$ cat src/rtl/pila_pkg.sv
// pila_pkg
//   Shared definitions for the return-address stack controller: sequencer state
//   encoding, operation codes, requester identifiers and default sizing.
//   Optional build macro used by the slice: PILA_RR_EN (round-robin arbitration).
package pila_pkg;

    localparam int DATA_W_DEF = 10;
    localparam int DEPTH_DEF  = 16;
    localparam int CNT_W_DEF  = 5;

    typedef enum logic [1:0] {
        REPOSO = 2'd0,
        EJEC   = 2'd1,
        RESP   = 2'd2
    } estado_t;

    localparam logic OP_PUSH = 1'b1;
    localparam logic OP_POP  = 1'b0;

    typedef enum logic {
        REQ_CPU = 1'b0,
        REQ_INT = 1'b1
    } req_id_t;

endpackage

$ cat src/rtl/arbitro_pila.sv
// arbitro_pila
//   Two-way arbiter between the CPU and the interrupt unit. Produces a one-hot
//   selection from the current requests; the controller only acts on it in REPOSO.
//   Build macro PILA_RR_EN:
//     undefined - fixed priority, the interrupt unit wins a tie.
//     defined   - round-robin, a tie goes to whoever was not granted last; the
//                 last-grant pointer starts at CPU so the interrupt unit wins the
//                 first tie. The pointer moves only when avanza is high.
// Ports
//   clk, reset  clock / synchronous active-high reset (round-robin build only)
//   avanza      grant is being taken this cycle (REPOSO -> EJEC)
//   req_cpu     CPU request
//   req_int     interrupt-unit request
//   sel_cpu     CPU selected
//   sel_int     interrupt unit selected
module arbitro_pila
    import pila_pkg::*;
(
`ifdef PILA_RR_EN
    input  logic clk,
    input  logic reset,
    input  logic avanza,
`endif
    input  logic req_cpu,
    input  logic req_int,
    output logic sel_cpu,
    output logic sel_int
);

`ifdef PILA_RR_EN
    req_id_t ultimo;
    logic    prefiere_int;

    assign prefiere_int = (ultimo == REQ_CPU);
    assign sel_int      = req_int & (~req_cpu | prefiere_int);
    assign sel_cpu      = req_cpu & ~sel_int;

    always_ff @(posedge clk) begin
        if (reset) begin
            ultimo <= REQ_CPU;
        end else if (avanza) begin
            ultimo <= sel_int ? REQ_INT : REQ_CPU;
        end
    end
`else
    assign sel_int = req_int;
    assign sel_cpu = req_cpu & ~req_int;
`endif

endmodule

$ cat src/rtl/control_pila.sv
// control_pila
//   Sequencer/arbiter in front of the hardware return-address stack (pila). Grants
//   one requester at a time, drives the pila strobes, tracks occupancy so that
//   pushes on full and pops on empty are refused, captures popped data and keeps a
//   sticky error flag. The pila's own SP and memory are not touched here.
//   Build macro PILA_RR_EN selects round-robin instead of fixed (int-first) priority.
// Ports
//   clk, reset           clock / synchronous active-high reset (shared with pila)
//   req_cpu/op_cpu/dato_cpu  CPU request, 1=push 0=pop, push data
//   req_int/op_int/dato_int  interrupt-unit request, 1=push 0=pop, push data
//   gnt_cpu, gnt_int     owner of the operation in flight (EJEC and RESP)
//   listo, err_op        one-cycle completion pulse, refused-operation flag
//   dato_sal             last legally popped value
//   lleno, vacio         occupancy at DEPTH / at zero
//   error                sticky: some operation refused since reset
//   weSP, push, pop      strobes to pila
//   entrada              push data to pila
//   salida               pila top-of-stack (combinational)
//
// state  | meaning
// REPOSO | idle, no grant; arbitrate and launch the next operation
// EJEC   | grant and strobes to pila; counter and dato_sal update at end of cycle
// RESP   | grant held, listo pulse with err_op
module control_pila
    import pila_pkg::*;
#(
    parameter int DATA_W = DATA_W_DEF,
    parameter int DEPTH  = DEPTH_DEF,
    parameter int CNT_W  = CNT_W_DEF
) (
    input  logic              clk,
    input  logic              reset,
    input  logic              req_cpu,
    input  logic              op_cpu,
    input  logic [DATA_W-1:0] dato_cpu,
    input  logic              req_int,
    input  logic              op_int,
    input  logic [DATA_W-1:0] dato_int,
    output logic              gnt_cpu,
    output logic              gnt_int,
    output logic              listo,
    output logic              err_op,
    output logic [DATA_W-1:0] dato_sal,
    output logic              lleno,
    output logic              vacio,
    output logic              error,
    output logic              weSP,
    output logic              push,
    output logic              pop,
    output logic [DATA_W-1:0] entrada,
    input  logic [DATA_W-1:0] salida
);

    estado_t           estado;
    logic [CNT_W-1:0]  cuenta;
    logic              err_pend;
    logic              sel_cpu, sel_int, avanza;
    logic              op_sel;
    logic [DATA_W-1:0] dato_sel;

    assign lleno    = (cuenta == CNT_W'(DEPTH));
    assign vacio    = (cuenta == '0);
    assign avanza   = (estado == REPOSO) & (sel_cpu | sel_int);
    assign op_sel   = sel_int ? op_int   : op_cpu;
    assign dato_sel = sel_int ? dato_int : dato_cpu;

    arbitro_pila u_arbitro (
`ifdef PILA_RR_EN
        .clk     (clk),
        .reset   (reset),
        .avanza  (avanza),
`endif
        .req_cpu (req_cpu),
        .req_int (req_int),
        .sel_cpu (sel_cpu),
        .sel_int (sel_int)
    );

    // Legality is decided on entry to EJEC from the settled count, so the pila
    // strobes can come straight out of registers during EJEC.
    always_ff @(posedge clk) begin
        if (reset) begin
            estado   <= REPOSO;
            cuenta   <= '0;
            err_pend <= 1'b0;
            gnt_cpu  <= 1'b0;
            gnt_int  <= 1'b0;
            listo    <= 1'b0;
            err_op   <= 1'b0;
            dato_sal <= '0;
            error    <= 1'b0;
            weSP     <= 1'b0;
            push     <= 1'b0;
            pop      <= 1'b0;
            entrada  <= '0;
        end else begin
            case (estado)
                REPOSO: begin
                    if (avanza) begin
                        estado  <= EJEC;
                        gnt_cpu <= sel_cpu;
                        gnt_int <= sel_int;
                        if (op_sel == OP_PUSH) begin
                            if (!lleno) begin
                                push    <= 1'b1;
                                weSP    <= 1'b1;
                                entrada <= dato_sel;
                            end else begin
                                err_pend <= 1'b1;
                            end
                        end else begin
                            if (!vacio) begin
                                pop  <= 1'b1;
                                weSP <= 1'b1;
                            end else begin
                                err_pend <= 1'b1;
                            end
                        end
                    end
                end
                EJEC: begin
                    estado   <= RESP;
                    push     <= 1'b0;
                    pop      <= 1'b0;
                    weSP     <= 1'b0;
                    entrada  <= '0;
                    listo    <= 1'b1;
                    err_op   <= err_pend;
                    err_pend <= 1'b0;
                    if (err_pend) error <= 1'b1;
                    if (push) cuenta <= cuenta + CNT_W'(1);
                    if (pop) begin
                        cuenta   <= cuenta - CNT_W'(1);
                        dato_sal <= salida;
                    end
                end
                RESP: begin
                    estado  <= REPOSO;
                    gnt_cpu <= 1'b0;
                    gnt_int <= 1'b0;
                    listo   <= 1'b0;
                    err_op  <= 1'b0;
                end
                default: begin
                    estado <= REPOSO;
                end
            endcase
        end
    end

endmodule
$ cat config.mk
export PLATFORM = sky130hd
export DESIGN_NAME = control_pila
export DESIGN_NICKNAME = d
export VERILOG_FILES = /design/src/rtl/pila_pkg.sv /design/src/rtl/arbitro_pila.sv /design/src/rtl/control_pila.sv
export SDC_FILE = /design/constraint.sdc
export NUM_CORES = 1
export LEC_CHECK = 0
export CORE_MARGIN = 2
export CORE_UTILIZATION = 47
export DETAILED_ROUTE_END_ITERATION = 8
export PLACE_DENSITY = 0.86
export SLEW_MARGIN = 20
export SYNTH_ARGS = -nofsm -noshare
export SYNTH_HDL_FRONTEND = slang
export SYNTH_SLANG_ARGS = --single-unit
$ cat constraint.sdc
create_clock -name clk -period 3.3 [get_ports clk]
set_input_delay 0.33 -clock clk [delete_from_list [all_inputs] [get_ports clk]]
set_output_delay 0.33 -clock clk [all_outputs]
set_load 0.005 [all_outputs]
==> metrics.cfg, run 1 <==
[drt]
dr.pass1.iters = 4
postRouteWirelength_um = 3810
routed_wirelength_normalized_by_instance_count_um = 12.6
drt_drc = 0
detailroute.via_count = 1572
ant_nets_after_route = 0
drtIter0Drc = 41
via_per_inst = 5.21

[logic_synthesis]
leading_post_synthesis_cells_by_cell_area = dfxtp_1 (42%), mux2i_1 (8.3%), nand2_1 (6.2%), a21oi_1 (5.9%), ha_1 (5.2%)
synth_top_area_share_pct = 42.4
synth.avg_cell_area_um2 = 8.98
post_synthesis_cell_type_count = 41
yosys.area.top_type = dfxtp_1
seq_area_frac_synth_pct = 42.4
synthesis.nets = 233
synthesis.yosys.warnings = 0
synthesis_stage_register_bit_count = 36
synthesis.area_mm2 = 0.00170
synthesis.instances = 189

[worst_setup_path]
startpoint_type = flip-flop
r2r.worst_path.cells = 4
timing.critical_path.arrival_ns = 1.97
critical_path_class = flip-flop to output port
critical_path.max_fanout = 5
required_ns = 2.97
worstSetupEndpointType = output port

[place]
place_hpwl_um = 2780
placed_cells_incl_taps = 294
preCtsSetupSlack_ns = 1.07
finalWeightedCongestion = 0.801
dpl_cell_area_mm2 = 0.00239
io_buffers = 65

[timing]
drv_slew = 0
final.setup.tns_ns = 0
finalHoldViolCount = 0
worstMarginPinSlew_ns = 0.567
setup_violations = 0
layout_setup_ws_ns = 1.00
worst_hold_slack_ns = 0.458
max_freq_ghz = 0.435
rsz_0062_raised_after_global_routing = false
fin_crit_ns = 2.30
setup_skew_after_layout_ns = 0.00983
timing.max_slew.rel_slack_pct = 61.8
layout_worst_path_cycle_share_pct = 69.6

[finish]
drive_above_1_share_pct = 5.86
post_layout_nonfiller_instances = 302
synthToLayoutAreaGrowth_pct = 45.2
nets = 299
antennaDiodeCount = 0
fin_area_mm2 = 0.00247
filler_cell_count = 291

[clocking]
tritoncts_num_sinks = 36
tritoncts_clock_tree = done
htree_num_levels = 2
numCtsBuffers = 5
cts_max_path_buffers = 2
cts_hold_repair.buffers = 0
clkSlewWorstSetupHoldPaths_ns = 0.10
cts-resized-gates = 0
clk_latency_ns = 0.35
cts.repair_timing.setup_buffer_count = 0
clockRootBuffer = clkbuf_4

[worst_hold_path]
hold_class = flip-flop to flip-flop
hold_path_depth = 2

[grt]
grt_antenna_before_repair = 0
total_overflow_reported_by_the_global_router = 0
grt_start_max_net_pins = 32
vias_in_the_first_global_route = 1545
global_route_wire_length_before_repair_um = 6600
track_usage_pct = 20.8

[floorplan]
floorplan.io_pins = 66
floorplan.initialDensity_pct = 49.7
floorplan.die_area_mm2 = 0.00411
fp.dieH_um = 64.1
fp-row-count = 21
die_width_um = 64.1
core-area_mm2 = 0.00342

[power]
p_leak_nw = 0.954
peakVddDrop_mv = 0.206
p_per_area_mw_per_mm2 = 408

[job]
drv_cap = 0

[outcome]
outcome = finished clean

final timing paths:
| check | start | endpoint | slack, ns |
|---|---|---|---|
| min | dato_sal[0] | dato_sal[0] | 0.46 |
| max reg2reg | cuenta[0] | entrada[8] | 1.32 |
| min reg2reg | dato_sal[0] | dato_sal[0] | 0.46 |
| max | cuenta[0] | lleno | 1.00 |
through the flow:
step	utilization [%]	power, mW
floorplan	-	0.601
global placement	70.0	0.709
detailed placement	70.0	0.712
CTS	72.2	1.02
global route	72.2	1.07
finish	72.2	1.01
placed cells by master, fill, tap and decap left out, drive strengths merged, types with 2 or more instances in the layout:
master,n
a211oi,3
a21o,2
a21oi,20
a31oi,3
and2,2
and3,2
buf,2
clkbuf,6
clkdlybuf4s50,65
dfxtp,36
ha,7
inv,5
mux2i,14
nand2,28
nand2b,2
nand3,5
nand3b,4
nor2,16
nor2b,2
o21ai,2
o2bb2ai,9
or4,2
xnor2,2
xor2,2
worst max-delay path, cell delays in order (launching register included):
cell and delay, ns:
dfxtp_1 0.38, nor4_1 0.55, and2_1 0.21, clkdlybuf4s50_1 0.49
layer usage:
layer	part of all wire (%)	up-vias	GRT usage [%]
met5	0	-	0
met2	42	72	32.6
met3	11	10	9.68
met4	2.5	0	10.6
met1	44	689	23.7
li1	-	801	-
sequential cells by signal, indices dropped and copies added (netlist names):
register  cells
cuenta        5
dato_sal     10
entrada      10
err_op        1
err_pend      1
error         1
estado        2
gnt_cpu       1
gnt_int       1
listo         1
pop           1
push          1
weSP          1
kinds of logic (layout without fill, tap and decap cells):
family          count (synthesis)  after routing  share of synthesized area (%)
flops                          36             36                           42.4
compound gates                 45             45                           18.1
mux                            15             15                           8.92
xor+xnor                        4              4                           2.06
simple gates                   68             68                           19.2
buf+inv                        13             80                           2.95
fa+ha+maj                       8              8                           6.34
power breakdown:
| group | internal, mW | switching, mW | total [mW] |
|---|---|---|---|
| Clock | 0.159 | 0.144 | 0.303 |
| Sequential | 0.461 | 0.0214 | 0.483 |
| Combinational | 0.124 | 0.0970 | 0.221 |
| Total | 0.744 | 0.262 | 1.01 |
synthesized netlist by cell type:
library cell and count:
dfxtp_1 36, o311ai_0 1, a32oi_1 1, a22oi_1 1, a211oi_1 2, nor4_1 1, o22ai_1 1, a31oi_1 3
ha_1 7, a211oi_4 1, a21o_2 1, o2bb2ai_1 9, or4_4 1, or2_2 1, buf_2 1, nand2_1 28
o31ai_1 1, a21o_1 1, a221oi_1 1, nor2b_1 2, buf_1 1, nand2b_1 2, mux2i_1 14, or3b_2 1
and3_1 2, xnor2_1 2, mux2_2 1, o21ai_0 1, nor2_1 16, inv_1 5, clkbuf_1 6, and2_1 2
a21oi_1 20, nor3b_1 1, fa_1 1, nor4b_1 1, o21ai_1 1, xor2_1 2, or4_1 1, nand3b_1 4
nand3_1 5
layout make-up:
type,instances,area [um2],share of cell area (%)
clock inverter,2,35.0,1.42
sequential,36,721,29.2
inverter,5,18.8,0.761
multi-input combinational,140,927,37.6
timing repair buffer,67,666,27.0
clock buffer,6,41.3,1.67
tap,46,57.6,2.33
Note: power is estimated with default switching activity, not from simulation.
==> run 2, diff against run 1 <==
CORE_UTILIZATION = 43   (was 47)
PLACE_DENSITY = 0.8   (was 0.86)
clock period = 2.31 ns   (was 3.3 ns; I/O delays follow)
==> metrics.cfg, run 2 (synthesized netlist as in run 1, its figures left out) <==
[grt]
vias_in_the_first_global_route = 1524  ; -1.4%
track_usage_pct = 20.6  ; -0.16 points
global_route_wire_length_before_repair_um = 7000  ; +6.1%
total_overflow_reported_by_the_global_router = 0  ; unchanged
grt_antenna_before_repair = 0  ; unchanged
grt_start_max_net_pins = 17  ; -47%

[drt]
via_per_inst = 5.18  ; -0.45%
postRouteWirelength_um = 4130  ; +8.4%
drt_drc = 0  ; unchanged
routed_wirelength_normalized_by_instance_count_um = 13.4  ; +6.3%
dr.pass1.iters = 4  ; unchanged
detailroute.via_count = 1596  ; +1.5%
ant_nets_after_route = 0  ; unchanged
drtIter0Drc = 84  ; +100%

[timing]
setup_violations = 0  ; unchanged
max_freq_ghz = 0.477
worst_hold_slack_ns = 0.456  ; -0.00199 ns
layout_worst_path_cycle_share_pct = 90.7
layout_setup_ws_ns = 0.214  ; -0.789 ns
rsz_0062_raised_after_global_routing = false
setup_skew_after_layout_ns = 0.00493  ; -0.00490 ns
finalHoldViolCount = 0  ; unchanged
worstMarginPinSlew_ns = 0.570  ; +0.00244 ns
final.setup.tns_ns = 0  ; unchanged
drv_slew = 0  ; unchanged
fin_crit_ns = 2.10
timing.max_slew.rel_slack_pct = 61.8  ; -0.069 points

[finish]
finish.utilization_pct = 67.7  ; -4.5 points
drive_above_1_share_pct = 7.69  ; +1.8 points
reg.largest.list = dato_sal x10, entrada x10, cuenta x5
leading_cell_type_in_the_layout_fill_and_taps_excluded = clkdlybuf4s50_1
synthToLayoutAreaGrowth_pct = 48.1
nets = 303  ; +1.3%
fin_area_mm2 = 0.00251  ; +2.0%
antennaDiodeCount = 0  ; unchanged
filler_cell_count = 337  ; +16%
mostFrequentLayoutCells = clkdlybuf4s50_1 (65), dfxtp_1 (36), nand2_1 (28), a21oi_1 (20), nor2_1 (16)
post_layout_nonfiller_instances = 308  ; +2.0%

[power]
comb_power_share_pct = 22.0  ; about the same
cell_internal_pwr_mw = 1.08  ; +45%
p_per_area_mw_per_mm2 = 588  ; +44%
peakVddDrop_mv = 0.346  ; +68%
clock_power_share_pct = 31.3  ; +1.2 points
report.power.total_mw = 1.48  ; +47%
netSwitchingPower_mw = 0.398  ; +52%
sw_frac_of_total_pct = 27.0  ; +0.88 points
p_leak_nw = 0.982  ; +3.0%
power_frac_seq_pct = 46.7  ; -1.3 points

[floorplan]
floorplan.die_area_mm2 = 0.00447  ; +8.7%
floorplan.initialDensity_pct = 45.7  ; -4.0 points
core-area_mm2 = 0.00372  ; +8.8%
floorplan.io_pins = 66  ; unchanged
fp.dieH_um = 66.8  ; +4.3%
die_width_um = 66.8  ; +4.3%
fp-row-count = 22  ; +4.8%

[clocking]
clk_latency_ns = 0.29  ; -0.06 ns
clkSlewWorstSetupHoldPaths_ns = 0.07  ; -0.03 ns
tritoncts_num_sinks = 36  ; unchanged
numCtsBuffers = 5  ; unchanged
cts-resized-gates = 0  ; unchanged
tritoncts_clock_tree = done
clockRootBuffer = clkbuf_8
cts.repair_timing.setup_buffer_count = 0  ; unchanged
htree_num_levels = 2  ; unchanged
cts_hold_repair.buffers = 0  ; unchanged
cts_max_path_buffers = 2  ; unchanged

[worst_setup_path]
timing.critical_path.cells = or4_4 > nor2_1 > clkdlybuf4s50_1
timing.critical_path.max_delay_family = simple AND/OR/NAND/NOR gates
cp.buffers_inverters = 1  ; unchanged
timing.critical_path.arrival_ns = 1.87  ; -0.10 ns
crit_path_top_delay_cell = or4_4
critical_path.max_fanout = 5  ; unchanged
worstSetupEndpointType = output port
required_ns = 2.08  ; -0.89 ns
startpoint_type = flip-flop
critPathMaxStageDelay_ns = 0.60  ; +0.05 ns
critical_path_class = flip-flop to output port

[place]
place_hpwl_um = 3010  ; +8.2%
io_buffers = 65  ; unchanged
finalWeightedCongestion = 0.807  ; +0.81%
placed_cells_incl_taps = 300  ; +2.0%
preCtsSetupSlack_ns = 0.399  ; -0.674 ns
dpl_cell_area_mm2 = 0.00242  ; +1.4%

[worst_hold_path]
hold_class = flip-flop to flip-flop

[job]
drv_cap = 0  ; unchanged

[outcome]
outcome = finished clean

==> run 2: layout make-up <==
| class | instances | area [um2] | area share [%] |
|---|---|---|---|
| Clock buffer | 6 | 82.6 | 3.28 |
| Clock inverter | 2 | 10.0 | 0.398 |
| Inverter | 5 | 18.8 | 0.746 |
| Multi-Input combinational cell | 140 | 927 | 36.9 |
| Sequential cell | 36 | 721 | 28.7 |
| Tap cell | 48 | 60.1 | 2.39 |
| Timing Repair Buffer | 71 | 696 | 27.7 |
==> run 2: power groups by stage <==
stage / registers, mW / clock network [mW] / logic (mW)
after floorplan: 0.700 / 0 / 0.158
after global placement: 0.703 / 0 / 0.319
after detailed placement: 0.702 / 0 / 0.324
after CTS: 0.690 / 0.477 / 0.326
after global routing: 0.695 / 0.507 / 0.357
final: 0.690 / 0.463 / 0.325
==> run 2: path summary, 6_finish.rpt <==
path,start,to,slack [ns],cells past startpoint
max reg2reg,estado[1],err_pend,0.37,5
max,cuenta[0],vacio,0.21,3
min reg2reg,dato_sal[3],dato_sal[3],0.46,2
min,dato_sal[3],dato_sal[3],0.46,2
==> run 2: metal layers <==
metal,track usage (%),share of wire (%),up-vias
met3,7.60,9.6,8
met1,24.7,45,722
met5,0,0,-
met2,33.6,44,57
li1,-,-,809
met4,7.65,1.7,0
==> run 2: worst register-to-register path: cells and delay by family, from the launching register on <==
kind | cells | cell delay, ns
simple gates | 2 | 0.75
fa+ha+maj | 1 | 0.52
flops | 1 | 0.33
compound gates | 1 | 0.16
buf+inv | 1 | 0.10
==> run 3, diff against run 2 <==
CORE_UTILIZATION = 44   (was 43)
SYNTH_HIERARCHICAL = 1   (was not set)
TNS_END_PERCENT = 5   (was not set)
==> metrics.cfg, run 3 <==
[outcome]
outcome = finished clean

[worst_setup_path]
startpoint_type = flip-flop
required_ns = 2.08  ; about the same
cp.buffers_inverters = 1  ; unchanged
critical_path_class = flip-flop to output port
critPathMaxStageDelay_ns = 0.58  ; -0.02 ns
crit_path_top_delay_cell = or4_4
timing.critical_path.arrival_ns = 1.85  ; -0.02 ns
critical_path.startpoint = cuenta[0]
critical_path.max_fanout = 5  ; unchanged
worstSetupEndpointType = output port
timing.critical_path.max_delay_family = simple AND/OR/NAND/NOR gates
timing.critical_path.cells = or4_4 > nor2_1 > clkdlybuf4s50_1
worstReg2RegStart = pop

[finish]
nets = 320  ; +5.6%
synthToLayoutAreaGrowth_pct = 41.2
leading_cell_type_in_the_layout_fill_and_taps_excluded = clkdlybuf4s50_1
multiInputGateArea_um2 = 990  ; +6.7%
drive_above_1_share_pct = 13.1  ; +5.4 points
antennaDiodeCount = 0  ; unchanged
filler_cell_count = 347  ; +3.0%
area.sequential_um2 = 721  ; unchanged
reg.largest.list = dato_sal x10, entrada x10, cuenta x5
mostFrequentLayoutCells = clkdlybuf4s50_1 (65), nand2_1 (36), dfxtp_1 (36), a21oi_1 (19), nor2_1 (13)

[clocking]
tritoncts_clock_tree = done
tritoncts_num_sinks = 36  ; unchanged
cts_hold_repair.buffers = 0  ; unchanged
clkSlewWorstSetupHoldPaths_ns = 0.06  ; about the same
htree_num_levels = 2  ; unchanged
clockRootBuffer = clkbuf_8
cts-resized-gates = 0  ; unchanged
clk_latency_ns = 0.28  ; about the same
numCtsBuffers = 5  ; unchanged
cts_max_path_buffers = 2  ; unchanged
cts.repair_timing.setup_buffer_count = 0  ; unchanged

[logic_synthesis]
synthesis.instances = 207  ; +9.5%
synth_top_area_share_pct = 39.2  ; -3.3 points
synthesis_stage_register_bit_count = 36  ; unchanged
post_synthesis_cell_type_count = 43  ; +4.9%
async_reset_ff_share_pct = 0  ; unchanged
synth.avg_cell_area_um2 = 8.89  ; -1.1%
seq_area_frac_synth_pct = 39.2  ; -3.3 points
synth_ff_type = dfxtp_1
leading_post_synthesis_cells_by_cell_area = dfxtp_1 (39%), nand2_1 (7.3%), mux2_2 (7.3%), a21oi_1 (5.2%), ha_1 (4.8%)
synth-edff-count = 0  ; unchanged
synthesis.nets = 251  ; +7.7%
yosys.area.top_type = dfxtp_1
post_synth_most_frequent_cells = dfxtp_1 (36), nand2_1 (36), a21oi_1 (19), nor2_1 (13)
synthesis.area_mm2 = 0.00184  ; +8.3%
synthesis.yosys.warnings = 6  ; +6

[grt]
vias_in_the_first_global_route = 1516  ; -0.52%
grt_start_max_net_pins = 39  ; +22
track_usage_pct = 19.9  ; -0.77 points
global_route_wire_length_before_repair_um = 7050  ; +0.79%
grt_antenna_before_repair = 0  ; unchanged
total_overflow_reported_by_the_global_router = 0  ; unchanged

[drt]
dr.pass1.iters = 4  ; unchanged
postRouteWirelength_um = 4280  ; +3.6%
drt_drc = 0  ; unchanged
ant_nets_after_route = 0  ; unchanged
detailroute.via_count = 1665  ; +4.3%
drtIter0Drc = 79  ; -6.0%
routed_wirelength_normalized_by_instance_count_um = 13.2  ; -1.5%
via_per_inst = 5.14  ; -0.83%

[timing]
fin_crit_ns = 2.08  ; -0.0156 ns
rsz_0062_raised_after_global_routing = false
worstMarginPinSlew_ns = 0.455  ; -0.115 ns
timing.max_slew.rel_slack_pct = 69.7  ; +7.9 points
max_freq_ghz = 0.481  ; +0.75%
layout_setup_ws_ns = 0.229  ; +0.0156 ns
setup_skew_after_layout_ns = 0.00389  ; -0.00104 ns
setup_violations = 0  ; unchanged
drv_slew = 0  ; unchanged
finalHoldViolCount = 0  ; unchanged
final.setup.tns_ns = 0  ; unchanged
layout_worst_path_cycle_share_pct = 90.1  ; -0.68 points

[place]
place_hpwl_um = 3240  ; +7.7%
preCtsSetupSlack_ns = 0.217  ; -0.182 ns
io_buffers = 65  ; unchanged
finalWeightedCongestion = 0.761  ; -5.7%

[floorplan]
floorplan.die_area_mm2 = 0.00471  ; +5.5%
floorplan.io_pins = 66  ; unchanged
die_width_um = 68.7  ; +2.7%
floorplan.initialDensity_pct = 46.0  ; +0.29 points
fp-row-count = 23  ; +4.5%
fp.dieH_um = 68.7  ; +2.7%
core-area_mm2 = 0.00400  ; +7.6%

[power]
p_per_area_mw_per_mm2 = 557  ; -5.1%
peakVddDrop_mv = 0.467  ; +35%
p_leak_nw = 0.985  ; +0.24%

[worst_hold_path]
worst_hold_startpoint = dato_sal[3]
hold_class = flip-flop to flip-flop

[job]
drv_cap = 0  ; unchanged

==> run 3: cell types whose count changed after synthesis, sizes merged, moves of 2 or more <==
cell,change
mux2,+11
mux2i,-11
o31ai,+10
o2bb2ai,-9
nand2,+8
inv,+7
nand2b,+3
nand3,-3
nor2,-3
a22oi,+2
buf,+2
nor2b,+2
==> run 3: metal layers <==
layer | global-route usage (%) | vias up | wire (um)
met3 | 4.87 | 4 | 108
met2 | 32.2 | 29 | 2160
met5 | 0 | - | 0
met4 | 4.50 | 0 | 32
met1 | 26.6 | 786 | 1980
li1 | - | 846 | -
==> run 3: path summary, 6_finish.rpt <==
path                 end  slack, ns  depth (start not counted)
max                vacio       0.23                          3
min          dato_sal[3]       0.45                          2
max reg2reg    cuenta[4]       0.35                          5
min reg2reg  dato_sal[3]       0.45                          2
==> run 3: per-stage QoR <==
stage / std cells / power, mW / cell area, um2 / utilization, % / hold slack [ns]
after floorplan: 207 / 0.905 / 1840 / - / 0.367
after global placement: 319 / 1.06 / 2530 / 63.2 / 0.442
after detailed placement: 319 / 1.07 / 2530 / 63.2 / 0.446
after CTS: 324 / 1.46 / 2600 / 64.9 / 0.454
after global routing: 324 / 1.52 / 2600 / 64.9 / 0.471
final: 324 / 1.45 / 2600 / 64.9 / 0.451
==> run 3: cell families after synthesis <==
| kind of cell | Yosys count | share of synthesized area (%) |
|---|---|---|
| fa+ha+maj | 8 | 5.85 |
| mux | 15 | 8.98 |
| buf+inv | 23 | 7.01 |
| compound gates | 48 | 17.5 |
| xor+xnor | 5 | 2.38 |
| simple gates | 72 | 19.1 |
| flops | 36 | 39.2 |
==> run 3: layout make-up <==
class / instances / share of cell area [%]
clock buffers: 5 / 2.65
inverters: 12 / 1.73
multi-input cells: 148 / 38.1
flip-flops and latches: 36 / 27.7
well taps: 50 / 2.41
repair buffers: 73 / 27.4
==> run 3: report_power, final <==
| part | internal [mW] | leakage [nW] | switching [mW] | total (mW) |
|---|---|---|---|---|
| Sequential | 0.661 | 0.292 | 0.0292 | 0.690 |
| Clock | 0.194 | 0.0359 | 0.196 | 0.390 |
| Combinational | 0.207 | 0.656 | 0.160 | 0.367 |
| Total | 1.06 | 0.985 | 0.385 | 1.45 |
==> run 3: worst register-to-register path, stage by stage (launching register included) <==
cell and delay (ns):
dfxtp_1 0.42, fa_1 0.50, a21o_1 0.17, a21oi_1 0.18
mux2i_1 0.24, mux2_2 0.35
